==> src/rtl/match_state_ctrl_pkg.sv <==
// Shared types for the air-hockey match controller.
// Match state encoding and NES button bit positions.
package match_pkg;

  typedef enum logic [2:0] {
    ST_IDLE  = 3'd0,
    ST_PLAY  = 3'd1,
    ST_SERVE = 3'd2,
    ST_PAUSE = 3'd3,
    ST_WIN   = 3'd4
  } state_t;

  // Bit positions in the NES decoder's button vector
  localparam int BTN_A      = 0;
  localparam int BTN_SELECT = 2;
  localparam int BTN_START  = 3;

endpackage

==> src/rtl/match_state_ctrl_if.sv <==
// Bundle between controller/collision inputs and match controller.
// master: drives buttons/goals/frameTick; slave: drives match status.
interface match_state_ctrl_if #(
  parameter int SCORE_W = 8
);
  import match_pkg::*;

  logic               frameTick;
  logic [1:0]         startBtn;
  logic [1:0]         serveBtn;
  logic [1:0]         pauseBtn;
  logic               goalLeft;
  logic               goalRight;
  state_t             state;
  logic [SCORE_W-1:0] scoreP1;
  logic [SCORE_W-1:0] scoreP2;
  logic               serveSide;
  logic               winner;
  logic               ballReset;

  modport master (
    output frameTick, startBtn, serveBtn,
    output pauseBtn, goalLeft, goalRight,
    input  state, scoreP1, scoreP2,
    input  serveSide, winner, ballReset
  );

  modport slave (
    input  frameTick, startBtn, serveBtn,
    input  pauseBtn, goalLeft, goalRight,
    output state, scoreP1, scoreP2,
    output serveSide, winner, ballReset
  );
endinterface

==> src/rtl/match_state_ctrl_frame_edge_detect.sv <==
// Frame-qualified rising-edge detector: prev latched on each tick.
// Ports: i_clk, i_rst_n, i_tick, i_cur[N] -> o_press[N].
module frame_edge_detect #(
  parameter int N = 2
) (
  input  logic         i_clk,
  input  logic         i_rst_n,
  input  logic         i_tick,
  input  logic [N-1:0] i_cur,
  output logic [N-1:0] o_press
);
  logic [N-1:0] r_prev;

  always_ff @(posedge i_clk or negedge i_rst_n) begin
    if (!i_rst_n) begin
      r_prev <= '0;
    end else if (i_tick) begin
      r_prev <= i_cur;
    end
  end

  assign o_press = i_cur & ~r_prev;
endmodule

==> src/rtl/match_state_ctrl.sv <==
// Two-player match FSM: start, serve, score, pause, win.
// Ports: pixelClock, resetN, bus (slave modport of match_state_ctrl_if).
module match_state_ctrl
  import match_pkg::*;
#(
  parameter int WIN_SCORE    = 9,
  parameter int SCORE_W      = 8,
  parameter int SERVE_FRAMES = 180,
  parameter int CNT_W        = 16
) (
  input  logic pixelClock,
  input  logic resetN,
  match_state_ctrl_if.slave bus
);
  localparam logic [SCORE_W-1:0] LP_WIN =
    SCORE_W'(WIN_SCORE);
  localparam bit LP_AUTO = (SERVE_FRAMES != 0);
  localparam logic [CNT_W-1:0] LP_LAST =
    LP_AUTO ? CNT_W'(SERVE_FRAMES - 1) : '0;

  logic [1:0] w_start_press;
  logic [1:0] w_serve_press;
  logic [1:0] w_pause_press;
  logic       w_start_ok;
  logic       w_serve_go;
  logic [SCORE_W-1:0] w_p1_inc;
  logic [SCORE_W-1:0] w_p2_inc;

  state_t             r_state;
  logic [SCORE_W-1:0] r_p1;
  logic [SCORE_W-1:0] r_p2;
  logic               r_side;
  logic               r_winner;
  logic               r_ball_reset;
  logic [CNT_W-1:0]   r_cnt;

  frame_edge_detect #(.N(2)) u_start (
    .i_clk   (pixelClock),
    .i_rst_n (resetN),
    .i_tick  (bus.frameTick),
    .i_cur   (bus.startBtn),
    .o_press (w_start_press)
  );

  frame_edge_detect #(.N(2)) u_serve (
    .i_clk   (pixelClock),
    .i_rst_n (resetN),
    .i_tick  (bus.frameTick),
    .i_cur   (bus.serveBtn),
    .o_press (w_serve_press)
  );

  frame_edge_detect #(.N(2)) u_pause (
    .i_clk   (pixelClock),
    .i_rst_n (resetN),
    .i_tick  (bus.frameTick),
    .i_cur   (bus.pauseBtn),
    .o_press (w_pause_press)
  );

  // A fresh press by either player while both are down
  assign w_start_ok = (|w_start_press) & (&bus.startBtn);

  // Only the serving player's A counts
  assign w_serve_go =
    (r_side ? w_serve_press[1] : w_serve_press[0]) |
    (LP_AUTO && (r_cnt == LP_LAST));

  assign w_p1_inc = r_p1 + 1'b1;
  assign w_p2_inc = r_p2 + 1'b1;

  always_ff @(posedge pixelClock or negedge resetN) begin
    if (!resetN) begin
      r_state      <= ST_IDLE;
      r_p1         <= '0;
      r_p2         <= '0;
      r_side       <= 1'b0;
      r_winner     <= 1'b0;
      r_ball_reset <= 1'b0;
      r_cnt        <= '0;
    end else begin
      r_ball_reset <= 1'b0;
      if (bus.frameTick) begin
        unique case (r_state)
          ST_IDLE: begin
            if (w_start_ok) begin
              r_p1         <= '0;
              r_p2         <= '0;
              r_side       <= 1'b0;
              r_ball_reset <= 1'b1;
              r_state      <= ST_PLAY;
            end
          end
          ST_PLAY: begin
            if (bus.goalLeft && bus.goalRight) begin
              r_cnt        <= '0;
              r_ball_reset <= 1'b1;
              r_state      <= ST_SERVE;
            end else if (bus.goalRight) begin
              r_p1   <= w_p1_inc;
              r_side <= 1'b1;
              r_cnt  <= '0;
              if (w_p1_inc == LP_WIN) begin
                r_winner <= 1'b0;
                r_state  <= ST_WIN;
              end else begin
                r_ball_reset <= 1'b1;
                r_state      <= ST_SERVE;
              end
            end else if (bus.goalLeft) begin
              r_p2   <= w_p2_inc;
              r_side <= 1'b0;
              r_cnt  <= '0;
              if (w_p2_inc == LP_WIN) begin
                r_winner <= 1'b1;
                r_state  <= ST_WIN;
              end else begin
                r_ball_reset <= 1'b1;
                r_state      <= ST_SERVE;
              end
            end else if (|w_pause_press) begin
              r_state <= ST_PAUSE;
            end
          end
          ST_SERVE: begin
            if (w_serve_go) begin
              r_state <= ST_PLAY;
            end else if (r_cnt != '1) begin
              r_cnt <= r_cnt + 1'b1;
            end
          end
          ST_PAUSE: begin
            if (|w_pause_press) begin
              r_state <= ST_PLAY;
            end
          end
          ST_WIN: begin
            if (|w_start_press) begin
              r_state <= ST_IDLE;
            end
          end
          default: r_state <= ST_IDLE;
        endcase
      end
    end
  end

  assign bus.state     = r_state;
  assign bus.scoreP1   = r_p1;
  assign bus.scoreP2   = r_p2;
  assign bus.serveSide = r_side;
  assign bus.winner    = r_winner;
  assign bus.ballReset = r_ball_reset;
endmodule

==> src/flat_wrapper.sv <==
// flat-port wrapper written by rule: the top's interface ports become plain ports
module match_state_ctrl_flat import match_pkg::*;
#(
  parameter int WIN_SCORE    = 9,
  parameter int SCORE_W      = 8,
  parameter int SERVE_FRAMES = 180,
  parameter int CNT_W        = 16
)
  (pixelClock, resetN, bus_frameTick, bus_startBtn, bus_serveBtn, bus_pauseBtn, bus_goalLeft, bus_goalRight, bus_state, bus_scoreP1, bus_scoreP2, bus_serveSide, bus_winner, bus_ballReset);
  match_state_ctrl_if #(.SCORE_W(SCORE_W)) bus_i ();
  input  logic pixelClock;
  input  logic resetN;
  input wire logic [$bits(bus_i.frameTick)-1:0] bus_frameTick;
  input wire logic [$bits(bus_i.startBtn)-1:0] bus_startBtn;
  input wire logic [$bits(bus_i.serveBtn)-1:0] bus_serveBtn;
  input wire logic [$bits(bus_i.pauseBtn)-1:0] bus_pauseBtn;
  input wire logic [$bits(bus_i.goalLeft)-1:0] bus_goalLeft;
  input wire logic [$bits(bus_i.goalRight)-1:0] bus_goalRight;
  output wire logic [$bits(bus_i.state)-1:0] bus_state;
  output wire logic [$bits(bus_i.scoreP1)-1:0] bus_scoreP1;
  output wire logic [$bits(bus_i.scoreP2)-1:0] bus_scoreP2;
  output wire logic [$bits(bus_i.serveSide)-1:0] bus_serveSide;
  output wire logic [$bits(bus_i.winner)-1:0] bus_winner;
  output wire logic [$bits(bus_i.ballReset)-1:0] bus_ballReset;
  assign bus_i.frameTick = bus_frameTick;
  assign bus_i.startBtn = bus_startBtn;
  assign bus_i.serveBtn = bus_serveBtn;
  assign bus_i.pauseBtn = bus_pauseBtn;
  assign bus_i.goalLeft = bus_goalLeft;
  assign bus_i.goalRight = bus_goalRight;
  assign bus_state = bus_i.state;
  assign bus_scoreP1 = bus_i.scoreP1;
  assign bus_scoreP2 = bus_i.scoreP2;
  assign bus_serveSide = bus_i.serveSide;
  assign bus_winner = bus_i.winner;
  assign bus_ballReset = bus_i.ballReset;
  match_state_ctrl #(.WIN_SCORE(WIN_SCORE), .SCORE_W(SCORE_W), .SERVE_FRAMES(SERVE_FRAMES), .CNT_W(CNT_W)) u_core (.pixelClock(pixelClock), .resetN(resetN), .bus(bus_i));
endmodule
==> config.mk <==
export PLATFORM = sky130hd
export DESIGN_NAME = match_state_ctrl_flat
export DESIGN_NICKNAME = d
export VERILOG_FILES = /design/src/rtl/match_state_ctrl_pkg.sv /design/src/rtl/match_state_ctrl_if.sv /design/src/rtl/match_state_ctrl_frame_edge_detect.sv /design/src/rtl/match_state_ctrl.sv /design/src/flat_wrapper.sv
export SDC_FILE = /design/constraint.sdc
export NUM_CORES = 1
export LEC_CHECK = 0
export CAP_MARGIN = 15
export CORE_MARGIN = 2
export CORE_UTILIZATION = 42
export CTS_BUF_LIST = sky130_fd_sc_hd__clkbuf_16
export DETAILED_ROUTE_END_ITERATION = 16
export GPL_TIMING_DRIVEN = 1
export HOLD_SLACK_MARGIN = 0.12
export PLACE_DENSITY_LB_ADDON = 0.3
export SLEW_MARGIN = 25
export SYNTH_ARGS = -nofsm -noshare
export SYNTH_HDL_FRONTEND = slang
export SYNTH_SLANG_ARGS = --single-unit
==> constraint.sdc <==
create_clock -name pixelClock -period 3.7 [get_ports pixelClock]
set_input_delay 0.74 -clock pixelClock [delete_from_list [all_inputs] [get_ports pixelClock]]
set_output_delay 0.74 -clock pixelClock [all_outputs]
set_load 0.01 [all_outputs]
==> results of run 1 <==
## sequential cells by signal, indices dropped and copies added, names as in the netlist
signal                 cells
u_core.bus.winner          1
u_core.u_pause.r_prev      2
u_core.bus.scoreP1         8
u_core.bus.state           3
u_core.r_cnt              16
u_core.bus.ballReset       1
u_core.bus.serveSide       1
u_core.u_serve.r_prev      2
u_core.bus.scoreP2         8
u_core.u_start.r_prev      2
## layout by cell type, fill, tap and decap left out, types with 2 or more instances in the layout
| cell | n |
|---|---|
| a211o_1 | 3 |
| a211oi_1 | 2 |
| a21o_1 | 3 |
| a21oi_1 | 14 |
| a31oi_1 | 2 |
| and2_1 | 4 |
| and3_1 | 4 |
| buf_4 | 2 |
| clkbuf_16 | 5 |
| clkdlybuf4s50_1 | 31 |
| clkinv_2 | 2 |
| dfrtp_1 | 44 |
| ha_1 | 5 |
| inv_1 | 10 |
| mux2_2 | 5 |
| nand2_1 | 31 |
| nand2b_1 | 10 |
| nand3_1 | 16 |
| nand3b_1 | 2 |
| nand4_1 | 10 |
| nor2_1 | 16 |
| nor2b_1 | 2 |
| nor3_1 | 2 |
| nor3b_1 | 2 |
| nor4_1 | 3 |
| o21ai_0 | 3 |
| o21ai_1 | 31 |
| o22ai_1 | 2 |
| o31ai_1 | 6 |
| o41ai_1 | 2 |
| or2_2 | 2 |
| or3_1 | 14 |
| or4_1 | 2 |
| xor2_1 | 5 |
## where the power goes
| group | switching, mW | total [mW] | leakage [nW] | internal [mW] |
|---|---|---|---|---|
| logic | 0.295 | 0.543 | 0.583 | 0.247 |
| clock network | 0.178 | 0.424 | 0.0710 | 0.245 |
| registers | 0.114 | 0.664 | 0.587 | 0.549 |
## metal layers
layer	up-vias	GRT usage	wire length [um]	share of wire
li1	1118	-	-	-
met1	1031	0.2788	2905	0.51
met2	34	0.2740	2472	0.44
met3	6	0.03956	193	0.034
met4	0	0.04833	80	0.014
met5	-	0	0	0
## area by class of cell
class | count | share of cell area
multi-input cells | 223 | 0.4439
clock buffers | 5 | 0.04092
flip-flops and latches | 44 | 0.3601
well taps | 75 | 0.03069
inverters | 11 | 0.01350
clock inverters | 3 | 0.004501
repair buffers | 33 | 0.1064
## worst paths after layout
check / from / slack, ns / endpoint
worst max-delay path: bus_goalRight / 0.92 / u_core.r_cnt[13]$_DFFE_PN0P_
worst min-delay path: resetN / 0.45 / u_core.u_serve.r_prev[1]$_DFFE_PN0P_
worst max register to register: u_core.r_cnt[0]$_DFFE_PN0P_ / 1.16 / u_core.r_cnt[11]$_DFFE_PN0P_
worst min register to register: u_core.u_pause.r_prev[0]$_DFFE_PN0P_ / 0.51 / u_core.u_pause.r_prev[0]$_DFFE_PN0P_
max in group asynchronous: resetN / 2.87 / u_core.bus.scoreP2[3]$_DFFE_PN0P_
min in group pixelClock: u_core.u_pause.r_prev[0]$_DFFE_PN0P_ / 0.51 / u_core.u_pause.r_prev[0]$_DFFE_PN0P_
## cell families after synthesis
family,after synthesis
flops,44
simple gates,126
mux,5
xor+xnor,6
buf+inv,21
fa+ha+maj,5
compound gates,81
## metrics by stage
| stage | power [mW] | util |
|---|---|---|
| after CTS | 1.644 | 0.5191 |
| final | 1.630 | 0.5196 |
| after detailed placement | 1.215 | 0.4955 |
| after global placement | 1.202 | 0.4955 |
| after global routing | 1.747 | 0.5196 |
| after floorplan | 1.003 | - |
==> flow_summary.ini, run 1 <==
[finish]
nNetsFinal = 334
seq_area_sq_mm = 0.001101
layoutNonFillerInstCount = 394
multi_input_area_sq_mm = 0.001358
num_antenna_cells = 0
layout-drive-gt1-share = 0.06583
syn2layout_area_growth_pct = 19.86
stdcell_area_sq_mm = 0.003058
n_fill_cell = 564

[critical_path]
cp.arrival_ns = 2.99
crit_family = simple AND/OR/NAND/NOR gates
reg2reg_depth = 7
slowest_stage = clkdlybuf4s50_1
endpoint_kind = flip-flop
path_class = primary input to flip-flop
path_depth = 7
cp-start-kind = primary input
worst_path_largest_cell_delay_ns = 0.60
worstPathCellList = clkdlybuf4s50_1 -> nor2_1 -> o21a_1 -> nor3_2 -> a21oi_2 -> or4_1 -> a21oi_1
cp.required_ns = 3.91
worstPathMaxFanout = 26
path_buf_inv = 1

[placement]
routabilityCongestion = 0.8299
dpl.hpwl_mm = 4.011
dp_cells = 386
postPlaceCellArea_sq_mm = 0.002917
place_ws_ns = 0.6382
port_buffers = 32

[detailed_routing]
drc = 0
wirelength_mm = 5.652
firstDrtPassIters = 4
initialDrtViolationCount = 159
routed_via_density = 5.556
vias = 2189
postRouteAntennaNets = 0
avgRoutedWirePerCell_um = 14.35

[cts]
cts_resized = 0
clockBufferDepth = 2
clk_pin_slew_ns = 0.06
cts_buffers = 5
cts_root_buffer = clkbuf_16
cts.hold.buffers_added = 0
cts_sinks = 44
cts_setup_buffers = 0
tritoncts = done
clk_latency_ns = 0.28
cts.htree.levels = 2

[floorplan]
die_h_um = 81.94
fp.dieW_um = 81.94
fp-row-count = 28
core_area_sq_mm = 0.005886
ios = 33
design.die.area_sq_mm = 0.006713
start_util = 0.4335

[grt]
grt_max_degree = 45
track_usage = 0.1867
grt_pass1_vias = 2004
overflow = 0
antenna_found_initial = 0
grt_first_pass_wirelength_mm = 9.749

[timing]
whs_ns = 0.4524
fin_crit_ns = 2.782
slew_headroom = 0.3744
drv_slew = 0
worst_clock_skew_ns = 0.005058
worst_slack_ns = 0.9177
worstMarginPinSlew_ns = 0.9383
setup_violations = 0
rsz0062_at_grt = no
setup_tns_ns = 0
finalCritPeriodShare = 0.7520
fmax_ghz = 0.3594
finalHoldViolations = 0

[logic_synthesis]
synthAdderAreaFrac = 0.02452
synth_ff_type = dfrtp_1
synth_area_sq_mm = 0.002551
synthesis.nets = 304
yosys.cell_types.count = 55
synth_cells = 288
synth_simple_gate_area_frac = 0.2663
synth.area.mux_share = 0.02207
synth-seq-cells = 44
netlist_top_cells_area = dfrtp_1 (43%), o21ai_1 (6.1%), nand2_1 (4.6%)
seq_area_frac_synth = 0.4316
yosys-top-cells-count = dfrtp_1 (44), nand2_1 (31), o21ai_1 (31)
synth_top_family_by_area = simple AND/OR/NAND/NOR gates
synth_edf_count = 0
ys_warn_count = 0
yosysMostFrequentCell = dfrtp_1
synth_top_cell_area_share = 0.4316
synth_top_cell_by_area = dfrtp_1
async_flop_share = 1.000
synth_xor_area_frac = 0.02060
synth_compound_area_frac = 0.1986
syn_area_per_cell_sq_um = 8.858

[status]
status = completed

[power]
pwr_density_cell_mw_per_mm2 = 533.1
p_leak_nw = 1.240
peakVddDrop_mv = 0.3071

[worst_hold_path]
hold_class = primary input to asynchronous set/reset pin

[job]
maxCapViolCount = 0
Power figures use the tool's default switching activity.
==> inputs of run 2 (changes only) <==
- clock period: 3.7 -> 2.7 ns (I/O delays scaled with it)
==> run 2 against run 1 <==
- routed wire length grew 0.57%
- non-clock buffer count grew 9
- count of clock-buffer cells in the layout is the same
- combinational power grew 49%
- global-route usage grew 0.54 points
- hold slack lost 0.12 ns
- sequential power grew 36%
- setup slack lost 0.47 ns
- clock skew is essentially flat
- via count grew 2.9%
- critical path depth grew 1
- sequential cell count is the same
- largest power group unchanged
==> flow_summary.ini, run 2 (same netlist as run 1, synthesis figures left out) <==
[status]
status = completed

[finish]
final_common_cell = dfrtp_1
stdcell_area_sq_mm = 0.003133
n_fill_cell = 541
top_register = u_core.r_cnt
largest_reg_flops = 16
mostFrequentLayoutCells = dfrtp_1 (44), nand2_1 (31), o21ai_1 (31), clkdlybuf4s50_1 (31)
layout-drive-gt1-share = 0.08537
nNetsFinal = 343
num_antenna_cells = 0
syn2layout_area_growth_pct = 22.81
utilization = 0.5323

[power]
peakVddDrop_mv = 0.4051
internal-power_mw = 1.474
pwr_density_cell_mw_per_mm2 = 726.6
combPwrFrac = 0.355
p_leak_nw = 1.291
swShare = 0.3524
clkPwrFrac = 0.249
finalPower_mw = 2.276
pwr-share-seq = 0.396
switchingPower_mw = 0.8023

[critical_path]
r2r_slack_ns = 0.46
path_class = primary input to flip-flop
cp.arrival_ns = 2.45
endpoint_kind = flip-flop
cp.required_ns = 2.90
worst_path_largest_cell_delay_ns = 0.54
worstPathCellList = clkdlybuf4s50_1 -> nor2_1 -> o21a_1 -> nor3_2 -> a21oi_2 -> buf_12 -> or3_1 -> a21oi_1
cp-start-kind = primary input
slowest_stage = clkdlybuf4s50_1
worstPathMaxFanout = 16

[grt]
grt_max_degree = 45
grt_first_pass_wirelength_mm = 10.05
grt_pass1_vias = 2105
overflow = 0
track_usage = 0.1920
antenna_found_initial = 0

[placement]
port_buffers = 32
postPlaceCellArea_sq_mm = 0.002997
routabilityCongestion = 0.7849
dpl.hpwl_mm = 4.093
place_ws_ns = 0.1591

[timing]
drv_slew = 0
fmax_ghz = 0.4431
rsz0062_at_grt = no
finalCritPeriodShare = 0.8359
worst_slack_ns = 0.4430
finalHoldViolations = 0
worstMarginPinSlew_ns = 0.5599
slew_headroom = 0.6242
setup_tns_ns = 0
setup_violations = 0
fin_crit_ns = 2.257
worst_clock_skew_ns = 0.004579

[detailed_routing]
firstDrtPassIters = 4
drc = 0
routed_via_density = 5.591
avgRoutedWirePerCell_um = 14.10
vias = 2253
wirelength_mm = 5.684
initialDrtViolationCount = 142
postRouteAntennaNets = 0

[cts]
clk_latency_ns = 0.28
clockBufferDepth = 2
cts_setup_buffers = 0
cts_root_buffer = clkbuf_16
cts_resized = 0
cts.hold.buffers_added = 0
clk_pin_slew_ns = 0.06
cts_buffers = 5
tritoncts = done
cts.htree.levels = 2
cts_sinks = 44

[worst_hold_path]
hold_class = primary input to asynchronous set/reset pin

[job]
maxCapViolCount = 0

[floorplan]
ios = 33
design.die.area_sq_mm = 0.006713
fp.dieW_um = 81.94
start_util = 0.4335
die_h_um = 81.94
fp-row-count = 28
core_area_sq_mm = 0.005886
run 2: cell count changes in the layout (fill, tap and decap cells not counted), sizes merged:
cell	before	now
clkinv	3	1
buf	2	11
inv	11	13
run 2: metal layers:
| layer | routed length [um] | global-route usage | vias to the layer above |
|---|---|---|---|
| li1 | - | - | 1138 |
| met1 | 2753 | 0.2837 | 1055 |
| met2 | 2577 | 0.2870 | 53 |
| met3 | 256 | 0.02747 | 7 |
| met4 | 97 | 0.06667 | 0 |
| met5 | 0 | 0 | - |
run 2: stage by stage:
stage	hold WS (ns)	instances
after floorplan	0.2444	288
after global placement	0.4824	395
after detailed placement	0.5006	395
after CTS	0.3580	403
after global routing	0.3909	403
final	0.3350	403
run 2: power by group through the flow:
stage	sequential [mW]	clock, mW	combinational (mW)
3_5_place_dp	0.910	0	0.808
4_1_cts	0.900	0.577	0.813
5_1_grt	0.921	0.611	0.902
3_3_place_gp	0.910	0	0.799
6_report	0.901	0.568	0.808
2_1_floorplan	0.899	0	0.476
run 2: critical path: cells and delay by family:
kind                   cells  cell delay, ns
buffers and inverters      2            0.73
and+or+nand+nor            3            0.63
AOI/OAI and AO/OA          3            0.55
run 2: worst paths after layout:
path,startpoint,cells after the start,end
max,bus_goalLeft,8,u_core.r_cnt[6]$_DFFE_PN0P_
min,resetN,2,u_core.u_pause.r_prev[1]$_DFFE_PN0P_
max reg2reg,u_core.r_cnt[0]$_DFFE_PN0P_,8,u_core.r_cnt[6]$_DFFE_PN0P_
min reg2reg,u_core.u_pause.r_prev[0]$_DFFE_PN0P_,1,u_core.u_pause.r_prev[0]$_DFFE_PN0P_
max in group asynchronous,resetN,2,u_core.bus.ballReset$_DFF_PN0_
min in group pixelClock,u_core.u_pause.r_prev[0]$_DFFE_PN0P_,1,u_core.u_pause.r_prev[0]$_DFFE_PN0P_
run 2: layout make-up:
cell class / instances / area [sq um] / area share
inverters: 11 / 41.29 / 0.01318
clock inverters: 3 / 11.26 / 0.003594
repair buffers: 42 / 402.9 / 0.1286
well taps: 75 / 93.84 / 0.02995
flip-flops and latches: 44 / 1101 / 0.3514
clock buffers: 5 / 125.1 / 0.03994
multi-input cells: 223 / 1358 / 0.4333
